--- config.mk ---
export PLATFORM = sky130hd
export DESIGN_NAME = mem_copy_engine
export DESIGN_NICKNAME = d
export VERILOG_FILES = /design/src/rtl/mem_copy_engine.sv
export SDC_FILE = /design/constraint.sdc
export NUM_CORES = 1
export LEC_CHECK = 0
export CORE_MARGIN = 2
export CORE_UTILIZATION = 45
export DETAILED_ROUTE_END_ITERATION = 6
export DONT_BUFFER_PORTS = 1
export PLACE_DENSITY_LB_ADDON = 0.3
export SLEW_MARGIN = 5
export SYNTH_ARGS = -nofsm -noshare
export SYNTH_HDL_FRONTEND = slang
export SYNTH_SLANG_ARGS = --single-unit
--- constraint.sdc ---
create_clock -name clk -period 6.5 [get_ports clk]
set_input_delay 0.975 -clock clk [delete_from_list [all_inputs] [get_ports clk]]
set_output_delay 0.975 -clock clk [all_outputs]
set_load 0.02 [all_outputs]
--- src/rtl/mem_copy_engine.sv ---
// mem_copy_engine: bus initiator that copies a block of words inside a single-port memory.
//
// Each word costs two cycles: a READ cycle that latches the combinational memory output,
// then a WRITE cycle that stores it at the destination. Words are moved in strict ascending
// order, so overlapping blocks with dst ahead of src replicate the leading words.
// A running 32-bit sum of the copied words is kept and held until the next accepted start.
//
// Ports:
//   clk, rst_n     clock (rising edge), asynchronous active-low reset
//   start          one-cycle request, sampled only while idle
//   src, dst, len  block descriptor, captured when start is accepted
//   busy           high while reading or writing
//   done           one-cycle completion pulse
//   sum            modular sum of the words copied by the last transfer
//   mem_a, mem_d   memory address / write data
//   mem_we         memory write enable
//   mem_spo        memory combinational read data
module mem_copy_engine #(
  parameter int unsigned ADDR_W = 5,
  parameter int unsigned DATA_W = 32,
  parameter int unsigned LEN_W  = ADDR_W + 1
) (
  input  logic              clk,
  input  logic              rst_n,
  input  logic              start,
  input  logic [ADDR_W-1:0] src,
  input  logic [ADDR_W-1:0] dst,
  input  logic [LEN_W-1:0]  len,
  output logic              busy,
  output logic              done,
  output logic [DATA_W-1:0] sum,
  output logic [ADDR_W-1:0] mem_a,
  output logic [DATA_W-1:0] mem_d,
  output logic              mem_we,
  input  logic [DATA_W-1:0] mem_spo
);

  typedef enum logic [1:0] {StIdle, StRead, StWrite, StDone} state_e;

  state_e            state_q, state_d;
  logic [ADDR_W-1:0] src_q, src_d;
  logic [ADDR_W-1:0] dst_q, dst_d;
  logic [LEN_W-1:0]  len_q, len_d;
  logic [LEN_W-1:0]  idx_q, idx_d;
  logic [DATA_W-1:0] rd_buf_q, rd_buf_d;
  logic [DATA_W-1:0] sum_q, sum_d;
  logic              last_word;

  // idx is LEN_W wide so it can be compared against a full-depth len of 2**ADDR_W.
  assign last_word = (idx_q == (len_q - LEN_W'(1)));

  always_comb begin
    state_d  = state_q;
    src_d    = src_q;
    dst_d    = dst_q;
    len_d    = len_q;
    idx_d    = idx_q;
    rd_buf_d = rd_buf_q;
    sum_d    = sum_q;
    unique case (state_q)
      StIdle: begin
        if (start) begin
          sum_d = '0;
          if (len != '0) begin
            src_d   = src;
            dst_d   = dst;
            len_d   = len;
            idx_d   = '0;
            state_d = StRead;
          end else begin
            // Empty copy: report completion without touching memory.
            state_d = StDone;
          end
        end
      end
      StRead: begin
        rd_buf_d = mem_spo;
        sum_d    = sum_q + mem_spo;
        state_d  = StWrite;
      end
      StWrite: begin
        if (last_word) begin
          state_d = StDone;
        end else begin
          idx_d   = idx_q + LEN_W'(1);
          state_d = StRead;
        end
      end
      StDone: begin
        state_d = StIdle;
      end
      default: begin
        state_d = StIdle;
      end
    endcase
  end

  always_ff @(posedge clk or negedge rst_n) begin
    if (!rst_n) begin
      state_q  <= StIdle;
      src_q    <= '0;
      dst_q    <= '0;
      len_q    <= '0;
      idx_q    <= '0;
      rd_buf_q <= '0;
      sum_q    <= '0;
    end else begin
      state_q  <= state_d;
      src_q    <= src_d;
      dst_q    <= dst_d;
      len_q    <= len_d;
      idx_q    <= idx_d;
      rd_buf_q <= rd_buf_d;
      sum_q    <= sum_d;
    end
  end

  // Outputs depend on registered state only, so reset silences the bus immediately.
  always_comb begin
    busy   = (state_q == StRead) || (state_q == StWrite);
    done   = (state_q == StDone);
    sum    = sum_q;
    mem_a  = '0;
    mem_d  = '0;
    mem_we = 1'b0;
    unique case (state_q)
      StRead: begin
        mem_a = src_q + idx_q[ADDR_W-1:0];
      end
      StWrite: begin
        mem_a  = dst_q + idx_q[ADDR_W-1:0];
        mem_d  = rd_buf_q;
        mem_we = 1'b1;
      end
      default: begin
      end
    endcase
  end

endmodule

==> metrics.txt, run 1 <==
Synth area leader=dfrtp_1; Buf/Inv on CP=3; placed cell count=681; cell area after layout=5970 um2; Switching Power=1.42 mW; Synth Area per Inst=9.99 um2; vias in the first global route=4083; Lkg Pwr=2.67 nW; synth warn=0; slowest stage cell, crit path=ha_2; wire per inst=18.0 um; buffers added on ports=0; Sw Ratio=0.438; synthesized area=5520 um2; total clock sinks=88; Post-route DRC=0; Total Wirelength=12.6 mm; Worst Setup SP=state_q[0]$_DFFE_PN0N_; cell with the most instances after synthesis=dfrtp_1; Critical R2R Launch=sum[0]$_DFFE_PN0P_; Worst Reg-to-Reg Cells=12; post-place instance area=5660 um2; ys async rst share=1.00; Clock Latency Late Sink=350 ps; status=finished, final reports clean; Crit Path Class=flop to output pin; fin util=0.497; Die X=115 um; Core ar.=12000 um2; DRT Pass-1 Iters=4; chip height=115 um; critical path arrival=3280 ps; global-route wire length before repair=20.3 mm; XOR/XNOR Fraction of Synth Area=0.0571; cell mode on critical path=inv_1; top cells by count, synth=88 x dfrtp_1, 57 x nand2_1, 51 x mux2_2; Worst Setup Start Kind=flop; fin crit period=4260 ps; sequential share of power=0.331; FF+latch count, synth=88; Post-DP HPWL=9.13 mm; # Max-Cap Violations=0; Post-Place Setup Slack=2620 ps; # diodes=0; post-CTS setup buffer count=0; Fill cells=1105; Overall Power=3.24 mW; Adder-Cell Fraction of Synth Area=0.100; initial antenna violation count=0; critical path's largest stage delay=730 ps; mux cell area share after synthesis=0.113; CTS H-tree depth=3; number of pins with negative max-slew slack in the final report=0; CTS Buffer Depth=2; setup ws final=2240 ps; All-Layer GR Usage=0.197; post-cts sizing count=0; VDD IR max=0.000214 V; Clock Tree Root=clkbuf_16; Tcrit/Tclk final=0.655; Power Internal=1.82 mW; Top FF cell, synth=dfrtp_1; Max Clock Freq=235 MHz; DRT antenna net count=0; PD cells=543 nW/um2; num ports=123; clk_skew=7.31 ps; RSZ-0062 raised after global routing=no; cell depth of the worst setup path=11; nets=639; Comb pwr share=0.498; CTS buffer count=9; starting density of the core=0.460; worst-path cell chain=inv_1 > ha_2 > mux2_2 > ha_1 > inv_1 > fa_1 > inv_1 > a21o_1 > a21oi_1 > xnor2_1 > and2_1; die area=13200 um2; largest family of logic cells by synthesized area=compound AO/OA/AOI/OAI gates; syn nets=647; Overflow after GRT=0; Fin. Hold Viols=0; Post-synth EDFFs=0; Synth top area share=0.399; GPL Wtd Cong=0.848; worst hold margin=314 ps; vias per cell=5.81; post-synthesis cell count=553; post-synthesis sequential area ratio=0.399; Critical Path Fanout Max=41; r2r setup slk=3270 ps; Clk pwr share=0.170; R2R Path End=sum[28]$_DFFE_PN0P_; Vias=4047; relative slew slack=0.238; post-synthesis compound-gate area fraction=0.167; largest net degree at the start of global routing=89; Setup violations, final=0; fin cells=697; Post-Route Setup TNS=0 ps; Hold WC Path Type=input port to asynchronous set/reset pin; layout cells sized above 1=0.147; floorplan row count=40; clk slew on worst S/H paths=70 ps; Area Growth Syn to Fin=8.16%; Worst setup EP type=output pin; Initial DRC Count=183; Top delay family on crit path=adder cells; simple-gate share of the synthesized area=0.139; CP Data Required Time=5520 ps; worst slew pin tran=1120 ps; CTS hold repair buffers=0; Cell variety after synth=60; ranking of synthesized cells by area=dfrtp_1 40%, mux2_2 10%, ha_1 9.3%; TritonCTS clock tree=yes
==> worst register-to-register path, stage by stage (launching register included) <==
cell	delay, ps
dfrtp_1	480
ha_1	280
inv_1	80
fa_1	250
nor2b_4	70
o31ai_4	260
a21oi_2	90
or3b_4	420
a221oi_4	430
o21ai_2	150
a31oi_1	260
mux2i_1	210
o311ai_1	110
==> flip-flops by register name, summed over array words and instances, names as in the netlist <==
register  count
idx_q         6
src_q         5
len_q         6
dst_q         5
rd_buf_q     32
sum          32
state_q       2
==> cell families after synthesis <==
group,count (synthesis)
AOI/OAI and AO/OA,143
xor gates and xnor gates,36
adders and majority gates,43
buffers and inverters,37
DFF,88
muxes,56
and+or+nand+nor,150
==> layout by cell type, fill, tap and decap left out, types with 2 or more instances in the layout <==
master	synthesis	layout
o21bai_1	2	2
o31ai_1	2	2
nand2_1	57	57
o21a_1	6	6
nand4_1	3	3
ha_2	0	2
a21oi_1	30	30
inv_1	17	17
a211oi_1	3	3
bufinv_16	0	2
and3_1	5	5
a22o_1	3	3
mux2_2	51	51
o211ai_1	3	3
nor2_1	16	16
nand3_1	6	6
ha_1	41	39
nand2b_1	2	2
xor2_1	14	14
xnor2_1	22	22
o21ai_1	5	4
o21ai_0	48	48
nor2b_1	3	3
nor3_1	7	7
a21o_1	18	18
mux2i_1	5	4
clkinv_2	0	3
a31oi_1	4	4
dfrtp_1	88	88
o21ai_2	2	3
and2_1	39	39
fa_1	2	2
clkbuf_16	0	9
==> cell type report <==
cell class	instances	area (um2)	area share
multi-input combinational	428	3200	0.536
sequential	88	2200	0.369
clock buffer	10	229	0.0383
tap	147	184	0.0308
clock inverter	6	83.8	0.0140
inverter	17	63.8	0.0107
timing repair buffer	1	7.51	0.00126
==> worst max-delay path by stage <==
stage	to	slack, ps
5_1_grt	mem_a[4]	2000
6_report	mem_a[4]	2240
2_1_floorplan	mem_a[4]	2920
3_3_place_gp	mem_a[4]	2740
3_5_place_dp	mem_a[4]	2620
4_1_cts	mem_a[4]	2220
==> routing by layer <==
metal	vias to the layer above	GRT usage	part of all wire
li1	1945	-	-
met1	1970	0.243	0.43
met2	114	0.321	0.47
met3	18	0.0685	0.076
met4	0	0.0747	0.018
met5	-	0	0
==> power groups by stage <==
stage | logic, mW | clock network [mW] | registers [mW]
final | 1.62 | 0.553 | 1.08
after global routing | 1.80 | 0.593 | 1.11
after CTS | 1.63 | 0.569 | 1.08
after detailed placement | 1.62 | 0 | 1.09
after global placement | 1.57 | 0 | 1.07
after floorplan | 1.36 | 0 | 1.02
(Power assumes the default switching activity.)
==> inputs of run 2 (changes only) <==
==> constraint.sdc (replaced) <==
create_clock -name clk -period 4.45 [get_ports clk]
set_input_delay 0.6675 -clock clk [delete_from_list [all_inputs] [get_ports clk]]
set_output_delay 0.6675 -clock clk [all_outputs]
set_load 0.02 [all_outputs]
==> run 2 against run 1 <==
- hold slack got worse by 300 ps
- first-iteration DRC count shrank 34%
- die area unchanged
- setup slack worse by 1500 ps
- critical path depth unchanged
- power is 43% higher
- sequential power rose by 45%
- critical path type unchanged
- critical endpoint unchanged
==> metrics.txt, run 2 (same netlist as run 1, synthesis figures left out) <==
largest net degree at the start of global routing=78; layout cells sized above 1=0.146; clk_skew=8.20 ps; Core ar.=12000 um2; num ports=123; Critical R2R Launch=sum[0]$_DFFE_PN0P_; starting density of the core=0.460; r2r setup slk=1300 ps; Max Clock Freq=273 MHz; post-CTS setup buffer count=0; DRT antenna net count=0; critical path arrival=2990 ps; cell area after layout=5950 um2; RSZ-0062 raised after global routing=no; Post-DP HPWL=9.25 mm; total clock sinks=88; # Max-Cap Violations=0; Total Wirelength=12.7 mm; post-place instance area=5680 um2; most frequent cells in the layout=88 x dfrtp_1, 57 x nand2_1, 51 x mux2_2; cell mode on critical path=inv_1; Top delay family on crit path=adder cells; Initial DRC Count=121; floorplan row count=40; All-Layer GR Usage=0.200; Crit Path Class=flop to output pin; CTS H-tree depth=3; Overflow after GRT=0; critical path's largest stage delay=480 ps; commonest non-fill, non-tap cell in the layout=dfrtp_1; global-route wire length before repair=20.5 mm; number of pins with negative max-slew slack in the final report=0; Worst Reg-to-Reg Cells=12; TritonCTS clock tree=yes; Buf/Inv on CP=3; DRT Pass-1 Iters=4; R2R Path End=sum[28]$_DFFE_PN0P_; Vias=4046; VDD IR max=0.000306 V; Post-Route Setup TNS=0 ps; Worst setup EP type=output pin; worst-path cell chain=inv_1 > ha_2 > mux2_2 > ha_1 > inv_1 > fa_1 > inv_1 > a21o_1 > a21oi_1 > xnor2_1 > and2_1; initial antenna violation count=0; Setup violations, final=0; buffers added on ports=0; Clock Tree Root=clkbuf_16; Tcrit/Tclk final=0.822; CTS Buffer Depth=2; clk slew on worst S/H paths=60 ps; slowest stage cell, crit path=ha_2; vias per cell=5.78; Post-route DRC=0; relative slew slack=0.236; PD cells=782 nW/um2; nets=642; Fin. Hold Viols=0; chip height=115 um; Area Growth Syn to Fin=7.79%; worst slew pin tran=1120 ps; Die X=115 um; CTS buffer count=9; # diodes=0; fin crit period=3660 ps; status=finished, final reports clean; Worst Setup Start Kind=flop; Lkg Pwr=2.66 nW; Hold WC Path Type=input port to asynchronous set/reset pin; cell depth of the worst setup path=11; Clock Latency Late Sink=350 ps; wire per inst=18.2 um; Critical Path Fanout Max=25; vias in the first global route=3962; die area=13200 um2; GPL Wtd Cong=0.882; CP Data Required Time=3780 ps
run 2: how the worst max path moves through the flow:
stage	from	endpoint	slack, ps
after floorplan	state_q[0]$_DFFE_PN0N_	mem_a[4]	1180
after global placement	mem_spo[0]	sum[28]$_DFFE_PN0P_	1230
after detailed placement	state_q[0]$_DFFE_PN0N_	mem_a[4]	1130
after CTS	state_q[0]$_DFFE_PN0N_	mem_a[4]	760
after global routing	state_q[0]$_DFFE_PN0N_	mem_a[4]	590
final	state_q[0]$_DFFE_PN0N_	mem_a[4]	790
run 2: power breakdown:
part	switching, mW	internal, mW
Sequential	0.406	1.16
Clock	0.314	0.393
Combinational	1.36	1.02
Total	2.08	2.57
run 2: repair_timing:
item                      in CTS  in global routing
resized for setup              0                  0
hold endpoints to repair      12                  0
hold buffers                   1                  0
run 2: area by class of cell:
class,instances,area [um2]
clock buffers,13,250
clock inverters,3,17.5
fillers,1096,6060
inverters,17,63.8
multi-input cells,428,3200
flip-flops and latches,88,2200
well taps,147,184
repair buffers,4,32.5
run 2: metrics by stage:
stage	util	worst slack (ps)	hold WS [ps]	std cells	total power, mW
floorplan	-	1180	372	553	3.47
global placement	0.473	1230	375	683	3.89
detailed placement	0.473	1130	375	683	3.97
CTS	0.496	762	2.34	700	4.70
global route	0.496	593	3.00	700	5.02
finish	0.496	792	12.6	700	4.65
run 2: routing by layer:
| metal | up-vias | routed length [um] | GRT usage |
|---|---|---|---|
| met5 | - | 0 | 0 |
| met1 | 1972 | 5870 | 0.266 |
| met3 | 14 | 810 | 0.0496 |
| met2 | 102 | 5810 | 0.316 |
| met4 | 0 | 226 | 0.0819 |
| li1 | 1958 | - | - |
